`config.mk`:
```
export PLATFORM = sky130hd
export DESIGN_NAME = dp_micro_sequencer
export DESIGN_NICKNAME = d
export VERILOG_FILES = /design/src/rtl/dp_ctrl_pkg.sv /design/src/rtl/dp_strobe_decode.sv /design/src/rtl/dp_micro_sequencer.sv
export SDC_FILE = /design/constraint.sdc
export NUM_CORES = 1
export LEC_CHECK = 0
export ABC_AREA = 1
export CAP_MARGIN = 20
export CORE_AREA = 5 5 68 45
export DETAILED_ROUTE_END_ITERATION = 7
export DIE_AREA = 0 0 73 50
export PLACE_DENSITY = 0.79
export SLEW_MARGIN = 20
export SYNTH_ARGS = -nofsm -noshare
export SYNTH_HDL_FRONTEND = slang
export SYNTH_SLANG_ARGS = --single-unit
```
`constraint.sdc`:
```
create_clock -name clock -period 2.57 [get_ports clock]
set_clock_uncertainty 0.2 [all_clocks]
set_input_delay 0.257 -clock clock [delete_from_list [all_inputs] [get_ports clock]]
set_output_delay 0.257 -clock clock [all_outputs]
set_load 0.005 [all_outputs]
```
`src/rtl/dp_ctrl_pkg.sv`:
```
`default_nettype none
// ============================================================================
// Module      : dp_ctrl_pkg
// Description : Shared encodings for the datapath micro-sequencer: opcodes,
//               register select codes, sequencer states, instruction legality
//               and select-code to one-hot strobe conversion.
// Ports       : none (package)
// Revision    : 1.0 - initial release
// ============================================================================
package dp_ctrl_pkg;

  // Opcodes
  localparam logic [1:0] OP_MOV = 2'b00;
  localparam logic [1:0] OP_ADD = 2'b01;
  localparam logic [1:0] OP_LDI = 2'b10;
  localparam logic [1:0] OP_NOP = 2'b11;

  // Register select codes; the code is also the bit index of the register's
  // strobe inside a 4-bit {R0, RB, RA, RZ} strobe vector.
  localparam logic [1:0] SEL_RZ = 2'b00;
  localparam logic [1:0] SEL_RA = 2'b01;
  localparam logic [1:0] SEL_RB = 2'b10;
  localparam logic [1:0] SEL_R0 = 2'b11;

  typedef enum logic [2:0] {
    S_IDLE = 3'd0,
    S_T1   = 3'd1,
    S_WAIT = 3'd2,
    S_T2   = 3'd3,
    S_DONE = 3'd4
  } state_t;

  // MOV/ADD may only write RB or R0 (RZ belongs to the adder, RA to the
  // immediate path); a MOV onto itself is rejected as well.
  function automatic logic instr_legal(input logic [1:0] op,
                                       input logic [1:0] dst,
                                       input logic [1:0] src);
    logic ok;
    ok = 1'b1;
    if ((op == OP_MOV || op == OP_ADD) && (dst == SEL_RZ || dst == SEL_RA))
      ok = 1'b0;
    if (op == OP_MOV && src == dst)
      ok = 1'b0;
    return ok;
  endfunction

  function automatic logic [3:0] sel_onehot(input logic [1:0] sel);
    return 4'b0001 << sel;
  endfunction

endpackage : dp_ctrl_pkg
`default_nettype wire

```
`src/rtl/dp_strobe_decode.sv`:
```
`default_nettype none
// ============================================================================
// Module      : dp_strobe_decode
// Description : Combinational Moore decode of sequencer state plus latched
//               instruction fields into bus-driver and load-enable strobes.
// Ports       : state_i    - current sequencer state
//               op_i       - latched opcode
//               dst_i      - latched destination select
//               src_i      - latched source select
//               out_sel_o  - one-hot bus drivers {R0out, RBout, RAout, RZout}
//               in_sel_o   - one-hot load enables {R0in, RBin, RAin, RZin}
// Revision    : 1.0 - initial release
// ============================================================================
module dp_strobe_decode
  import dp_ctrl_pkg::*;
(
  input  state_t     state_i,
  input  logic [1:0] op_i,
  input  logic [1:0] dst_i,
  input  logic [1:0] src_i,
  output logic [3:0] out_sel_o,
  output logic [3:0] in_sel_o
);

  // Illegal instructions never visit T1/T2, so no legality gating is needed.
  always_comb begin
    out_sel_o = 4'b0000;
    in_sel_o  = 4'b0000;
    case (state_i)
      S_T1: begin
        case (op_i)
          OP_MOV: begin
            out_sel_o = sel_onehot(src_i);
            in_sel_o  = sel_onehot(dst_i);
          end
          OP_ADD: begin
            out_sel_o = sel_onehot(src_i);
            in_sel_o  = sel_onehot(SEL_RZ);
          end
          OP_LDI: begin
            in_sel_o  = sel_onehot(SEL_RA);
          end
          default: begin
          end
        endcase
      end
      S_T2: begin
        // Only ADD reaches T2: adder result onto the bus into the destination.
        out_sel_o = sel_onehot(SEL_RZ);
        in_sel_o  = sel_onehot(dst_i);
      end
      default: begin
      end
    endcase
  end

endmodule : dp_strobe_decode
`default_nettype wire

```
`src/rtl/dp_micro_sequencer.sv`:
```
`default_nettype none
// ============================================================================
// Module      : dp_micro_sequencer
// Description : Accepts one instruction at a time (valid/ready) and steps
//               the register/bus/adder datapath through its micro-steps,
//               ending each instruction with a done or illegal pulse.
// Ports       : clock, clear         - clock, synchronous active-low reset
//               instr_valid/ready    - instruction handshake (ready in IDLE)
//               instr_op/dst/src/imm - instruction fields
//               imm_out              - latched immediate to RA immediate input
//               RZout..R0out         - bus driver selects
//               RZin..R0in           - register load enables
//               busy, done, illegal  - status
// Revision    : 1.0 - initial release
// ============================================================================
module dp_micro_sequencer
  import dp_ctrl_pkg::*;
#(
  parameter int ADD_WAIT = 0,
  parameter int IMM_W    = 8
) (
  input  logic             clock,
  input  logic             clear,
  input  logic             instr_valid,
  output logic             instr_ready,
  input  logic [1:0]       instr_op,
  input  logic [1:0]       instr_dst,
  input  logic [1:0]       instr_src,
  input  logic [IMM_W-1:0] instr_imm,
  output logic [IMM_W-1:0] imm_out,
  output logic             RZout,
  output logic             RAout,
  output logic             RBout,
  output logic             R0out,
  output logic             RZin,
  output logic             RAin,
  output logic             RBin,
  output logic             R0in,
  output logic             busy,
  output logic             done,
  output logic             illegal
);

  // Settling delay held in the 3-bit wait counter (valid range 0..7).
  localparam logic [2:0] c_WAIT_LOAD = 3'(ADD_WAIT);

  state_t           state_q, state_d;
  logic [1:0]       op_q, op_d;
  logic [1:0]       dst_q, dst_d;
  logic [1:0]       src_q, src_d;
  logic [IMM_W-1:0] imm_q, imm_d;
  logic [2:0]       cnt_q, cnt_d;
  logic             ill_q, ill_d;
  logic             legal_w;
  logic [3:0]       out_sel_w;
  logic [3:0]       in_sel_w;

  assign legal_w = instr_legal(instr_op, instr_dst, instr_src);

  always_ff @(posedge clock) begin
    if (!clear) begin
      state_q <= S_IDLE;
      op_q    <= 2'b00;
      dst_q   <= 2'b00;
      src_q   <= 2'b00;
      imm_q   <= '0;
      cnt_q   <= 3'd0;
      ill_q   <= 1'b0;
    end else begin
      state_q <= state_d;
      op_q    <= op_d;
      dst_q   <= dst_d;
      src_q   <= src_d;
      imm_q   <= imm_d;
      cnt_q   <= cnt_d;
      ill_q   <= ill_d;
    end
  end

  always_comb begin
    state_d = state_q;
    op_d    = op_q;
    dst_d   = dst_q;
    src_d   = src_q;
    imm_d   = imm_q;
    cnt_d   = cnt_q;
    ill_d   = ill_q;
    case (state_q)
      S_IDLE: begin
        if (instr_valid) begin
          op_d    = instr_op;
          dst_d   = instr_dst;
          src_d   = instr_src;
          imm_d   = instr_imm;
          ill_d   = ~legal_w;
          // Rejected instructions skip straight to DONE to pulse illegal.
          state_d = legal_w ? S_T1 : S_DONE;
        end
      end
      S_T1: begin
        if (op_q == OP_ADD) begin
          if (c_WAIT_LOAD == 3'd0) begin
            state_d = S_T2;
          end else begin
            state_d = S_WAIT;
            cnt_d   = c_WAIT_LOAD;
          end
        end else begin
          state_d = S_DONE;
        end
      end
      S_WAIT: begin
        // Counter spends exactly c_WAIT_LOAD cycles here, reaching 0 on exit.
        cnt_d = cnt_q - 3'd1;
        if (cnt_q <= 3'd1)
          state_d = S_T2;
      end
      S_T2:    state_d = S_DONE;
      S_DONE:  state_d = S_IDLE;
      default: state_d = S_IDLE;
    endcase
  end

  dp_strobe_decode u_strobe_decode (
    .state_i   (state_q),
    .op_i      (op_q),
    .dst_i     (dst_q),
    .src_i     (src_q),
    .out_sel_o (out_sel_w),
    .in_sel_o  (in_sel_w)
  );

  assign RZout = out_sel_w[SEL_RZ];
  assign RAout = out_sel_w[SEL_RA];
  assign RBout = out_sel_w[SEL_RB];
  assign R0out = out_sel_w[SEL_R0];
  assign RZin  = in_sel_w[SEL_RZ];
  assign RAin  = in_sel_w[SEL_RA];
  assign RBin  = in_sel_w[SEL_RB];
  assign R0in  = in_sel_w[SEL_R0];

  assign instr_ready = (state_q == S_IDLE);
  assign busy        = (state_q != S_IDLE);
  assign done        = (state_q == S_DONE) && !ill_q;
  assign illegal     = (state_q == S_DONE) &&  ill_q;
  assign imm_out     = imm_q;

endmodule : dp_micro_sequencer
`default_nettype wire

```
# Word level (Yosys, flattened, before mapping)
# Index checks and enable logic that the tools add are counted.
# word_totals
word_cells	49
in_bits	17
output_inout_bits	20
register_bits	21
# classes
n_reduce_logical	15
n_eq_ne	11
magnitude_cmp	1
shift	2
muxes	11
add_sub_neg	1
n_bitwise	1
# op_table
operator	count
one-hot mux 4 bit (2 select lines)	2
two-way mux 3 bit	4
one-hot mux 3 bit (4 select lines)	1
one-hot mux 4 bit (3 select lines)	1
left shift 1 x 2 -> 4 bit, first input constant	2
equality test 2 x 1 -> 1 bit, second input constant	3
equality test 3 x 2 -> 1 bit, second input constant	2
zero test 2 bit	3
logical AND 1 bit	4
two-way mux 4 bit	1
inequality test 2 bit, second input constant	2
AND reduction 2 bit	2
equality test 3 x 1 -> 1 bit, second input constant	1
equality test 3 bit, second input constant	1
<= comparator 3 x 1 -> 1 bit, second input constant	1
zero test 3 bit	1
nonzero test 3 bit	1
subtractor 3 x 1 -> 3 bit, second input constant	1
equality test 2 bit	1
equality test 2 bit, second input constant	1
logical OR 1 bit	2
two-way mux 1 bit	2
OR reduction 2 bit	1
zero test 1 bit	1
NOT 1 bit	1

# Longest topological paths before layout
# depth
ltp_word	8
ltp_mapped	7
depth_no_buf	7

# Hierarchy
# From an unflattened synthesis, not the netlist that was laid out.
# hier_totals
cells_unflattened	151
hier_area_um2	1076.0
# by_module_without_submodules
mod	area_per_inst_um2	cells_each	seq_area_each_um2	n_inst
dp_micro_sequencer	939.7	121	420.4	1
dp_strobe_decode	136.4	30	0.0	1

# Worst setup path before layout
# OpenSTA, ideal clock, no wires.
# synth_timing
path_kind	reg2out
startpoint	register state_q[0]
endpoint	output port R0in
path_buffers	0
t_required_ns	2.113
t_arrival_ns	1.051
stages_incl_launch_ff	7
setup_slack_ns	1.062
cell_sequence	dfxtp_1 -> inv_1 -> nor3_2 -> inv_1 -> o21ai_2 -> nand3_2 -> nor2_1
# synth_via
elab_chain_len	2
elab_cells_between_ends	3
cone_classes	2 x eq/ne; 1 x mux
# synth_rtl
item	line_no	source
start, declared	dp_micro_sequencer.sv:47	state_t state_q, state_d;
start signal, assigned	dp_micro_sequencer.sv:70	state_q <= state_d;
equality test 3 x 2 -> 1 bit / equality test 3 x 1 -> 1 bit (equally long branches)	dp_strobe_decode.sv:29	case (state_i)
one-hot mux 4 bit (2 select lines) *	dp_strobe_decode.sv:29	
end, declared	dp_micro_sequencer.sv:38	output logic R0in,
# Mark *: on every way between the ends. The rest lies on a longest branch, timed or not.

# Final worst setup path
# layout_timing
startpoint	register state_q[0]
endpoint	output port RBin
# layout_via
elab_chain_len	2
elab_cells_between_ends	3
cone_classes	2 x eq/ne; 1 x mux
# layout_rtl
item	line_no	source
equality test 3 x 2 -> 1 bit / equality test 3 x 1 -> 1 bit (equally long branches)	dp_strobe_decode.sv:29	
one-hot mux 4 bit (2 select lines) *	dp_strobe_decode.sv:29	
end, declared	dp_micro_sequencer.sv:37	output logic RBin,
# Marks and branches as above.

==> flow_metrics.py <==
metrics = {
    "place": {
        "hpwl_mm": 2.056,
        "io_buffers": 36,
        "gp_congestion": 0.7957,
    },
    "floorplan": {
        "io_pins": 37,
        "die_h_um": 50,
        "die_area_um2": 3650,
        "initial_utilization_pct": 44.49,
        "die_w_um": 73,
        "std_cell_rows": 14,
        "core_area_um2": 2382,
    },
    "critical_path": {
        "slowest_delay_ns": 0.51,
        "regToRegEndpoint": "op_q[0]",
        "cp-end-kind": "output port",
        "crit_top_cell": "inv_1",
        "crit_buf_inv": 3,
        "slowest_stage": "dfxtp_1",
        "ff2ff_path_depth": 6,
        "rrSetupSlack_ns": 0.67,
        "cp_cell_sequence": "inv_1 > nor3_2 > inv_1 > o21ai_2 > nand3_2 > nor2_1 > clkdlybuf4s50_1",
        "arrival_ns": 1.92,
        "path_max_fanout": 5,
        "cp_top_family": "buffers and inverters",
        "start_kind": "register",
        "timing.rr.start": "state_q[0]",
        "critical_path_class": "reg2out",
        "required_ns": 2.11,
    },
    "synth": {
        "yosysTopAreaCellShare_pct": 39.67,
        "ys_ff_latch": 21,
        "ys_top_cells_by_count": "30 x nor2_1, 21 x dfxtp_1, 21 x inv_1",
        "ys.flop_type": "dfxtp_1",
        "post-synth-top-area-cell": "dfxtp_1",
        "synthArstFlopShare_pct": 0,
        "yosys-top-cells-area": "dfxtp_1 40%, nor2_1 11%, o21ai_0 8.0%",
        "synth_nets": 164,
        "yosysSeqAreaShare_pct": 39.67,
        "synth_area_um2": 1060,
        "synth.distinct_cells": 24,
        "avgSynthCellArea_um2": 7.309,
        "synth_edf_count": 0,
        "yosysWarnings": 0,
        "postSynthCellCount": 145,
        "synthMostInstantiatedCell": "nor2_1",
    },
    "cts": {
        "clockBufferDepth": 2,
        "clkSlewWorstSetupHoldPaths_ns": 0.08,
        "worstSkewPairLatency_ns": 0.26,
        "tritoncts.num_buffers": 3,
        "h-tree-depth": 1,
        "cts_tree": "done",
        "cts_root_buffer": "clkbuf_8",
        "clock_sinks": 21,
        "cts_resized": 0,
        "hold_buffers": 0,
        "cts_setup_buffers": 0,
    },
    "power_and_ir_drop": {
        "p_leak_uw": 0.0005781,
        "power.density_nw_per_um2": 610.6,
        "ir_drop_mv": 0.2933,
    },
    "routing": {
        "routed_wl_mm": 2.629,
        "ant_nets": 0,
        "post_drt_wl_per_cell_um": 12.40,
        "drtPass1Iterations": 4,
        "via_count": 1025,
        "drtIter0Drc": 49,
        "drc_errors": 0,
        "viasPerCell": 4.835,
    },
    "sta": {
        "period_needed_ns": 2.382,
        "rsz0062_at_grt": "no",
        "drv_slew": 0,
        "setup_violations": 0,
        "fmax_ghz": 0.4199,
        "worstMarginPinSlew_ns": 0.6217,
        "finalHoldViolations": 0,
        "period_share_pct": 92.67,
        "setup_tns_ns": 0,
        "slew_headroom_pct": 58.42,
    },
    "finish": {
        "syn_to_final_growth_pct": 37.66,
        "n_fill_cell": 235,
        "post-route-util_pct": 61.24,
        "drive_gt1_share_pct": 7.778,
        "diodes": 0,
        "nets": 200,
    },
    "global_route": {
        "grt_use_total_pct": 15.54,
        "grt_max_degree": 21,
        "grt_pass1_vias": 1005,
        "grt_pass1_wl_mm": 4.409,
        "antenna_found_initial": 0,
        "overflow": 0,
    },
    "hold_path": {
        "worstHoldStart": "cnt_q[2]",
        "hold_depth": 2,
        "min_to": "cnt_q[2]",
        "hold_path_class": "reg2reg",
    },
    "outcome": {
        "status": "finished clean",
    },
    "job": {
        "cap_violations": 0,
    },
}
==> how the worst max path moves through the flow <==
stage | depth (start not counted) | endpoint | startpoint
4_1_cts | 7 | RBin | state_q[0]
5_1_grt | 7 | RBin | state_q[0]
3_5_place_dp | 7 | RBin | state_q[0]
2_1_floorplan | 6 | R0in | state_q[0]
3_3_place_gp | 7 | R0in | state_q[0]
6_report | 7 | RBin | state_q[0]
==> report_power, final <==
part / total (uW) / internal [uW] / switching (uW)
combinational: 267 / 135 / 131
sequential: 409 / 367 / 41.7
clock: 215 / 110 / 105
total: 891 / 613 / 278
==> kinds of logic (layout without fill, tap and decap cells) <==
kind of cell	count (synthesis)	after routing	synth area share (%)
AOI/OAI and AO/OA	36	36	18.30
buffers and inverters	27	62	12.16
adders and majority gates	2	2	2.361
and+or+nand+nor	59	59	27.51
DFF	21	21	39.67
==> metrics by stage <==
step	hold WS, ns	instances	setup WS [ns]	power [uW]	instance area, um^2
floorplan	0.1919	145	1.062	567.7	1060
global placement	0.2538	208	0.5444	674.0	1414
detailed placement	0.2603	208	0.4738	683.3	1414
CTS	0.2703	212	0.1849	897.5	1459
global route	0.3110	212	0.05158	946.7	1459
finish	0.2666	212	0.1883	890.8	1459
==> cells in the final DEF, fill, tap and decap left out, drive strengths merged, types with 3 or more instances in the layout <==
cell type | netlist | routed
clkdlybuf4s50 | 0 | 36
nor2 | 33 | 33
o21ai | 23 | 23
inv | 22 | 22
dfxtp | 21 | 21
nand2 | 14 | 14
a21oi | 11 | 11
nand3 | 7 | 7
clkbuf | 2 | 4
nor4 | 3 | 3
==> worst min-delay path, delay by kind of cell, from the launching register on <==
family	cells	cell delay [ns]
flops	1	0.30
buf+inv	1	0.06
compound gates	1	0.06
==> flip-flops by register name, indices dropped and copies added, names as in the netlist <==
name     count
imm_out      8
cnt_q        3
state_q      3
dst_q        2
op_q         2
src_q        2
ill_q        1
==> metal layers <==
layer  wire, um  GRT usage, %  vias up  share of wire [%]
met5          0             0        -                  0
met4         58         5.521        0                2.2
met1       1199         20.36      447                 46
li1           -             -      537                  -
met3        166         4.260        6                6.3
met2       1204         24.18       35                 46
==> final cells by class <==
type / count / area (um^2) / share of cell area, %
multi-input cells: 97 / 510.5 / 34.99
repair buffers: 36 / 360.3 / 24.70
inverters: 22 / 82.58 / 5.660
clock buffers: 4 / 45.04 / 3.087
well taps: 32 / 40.04 / 2.744
flip-flops and latches: 21 / 420.4 / 28.82
Note: power is estimated with default switching activity, not from simulation.
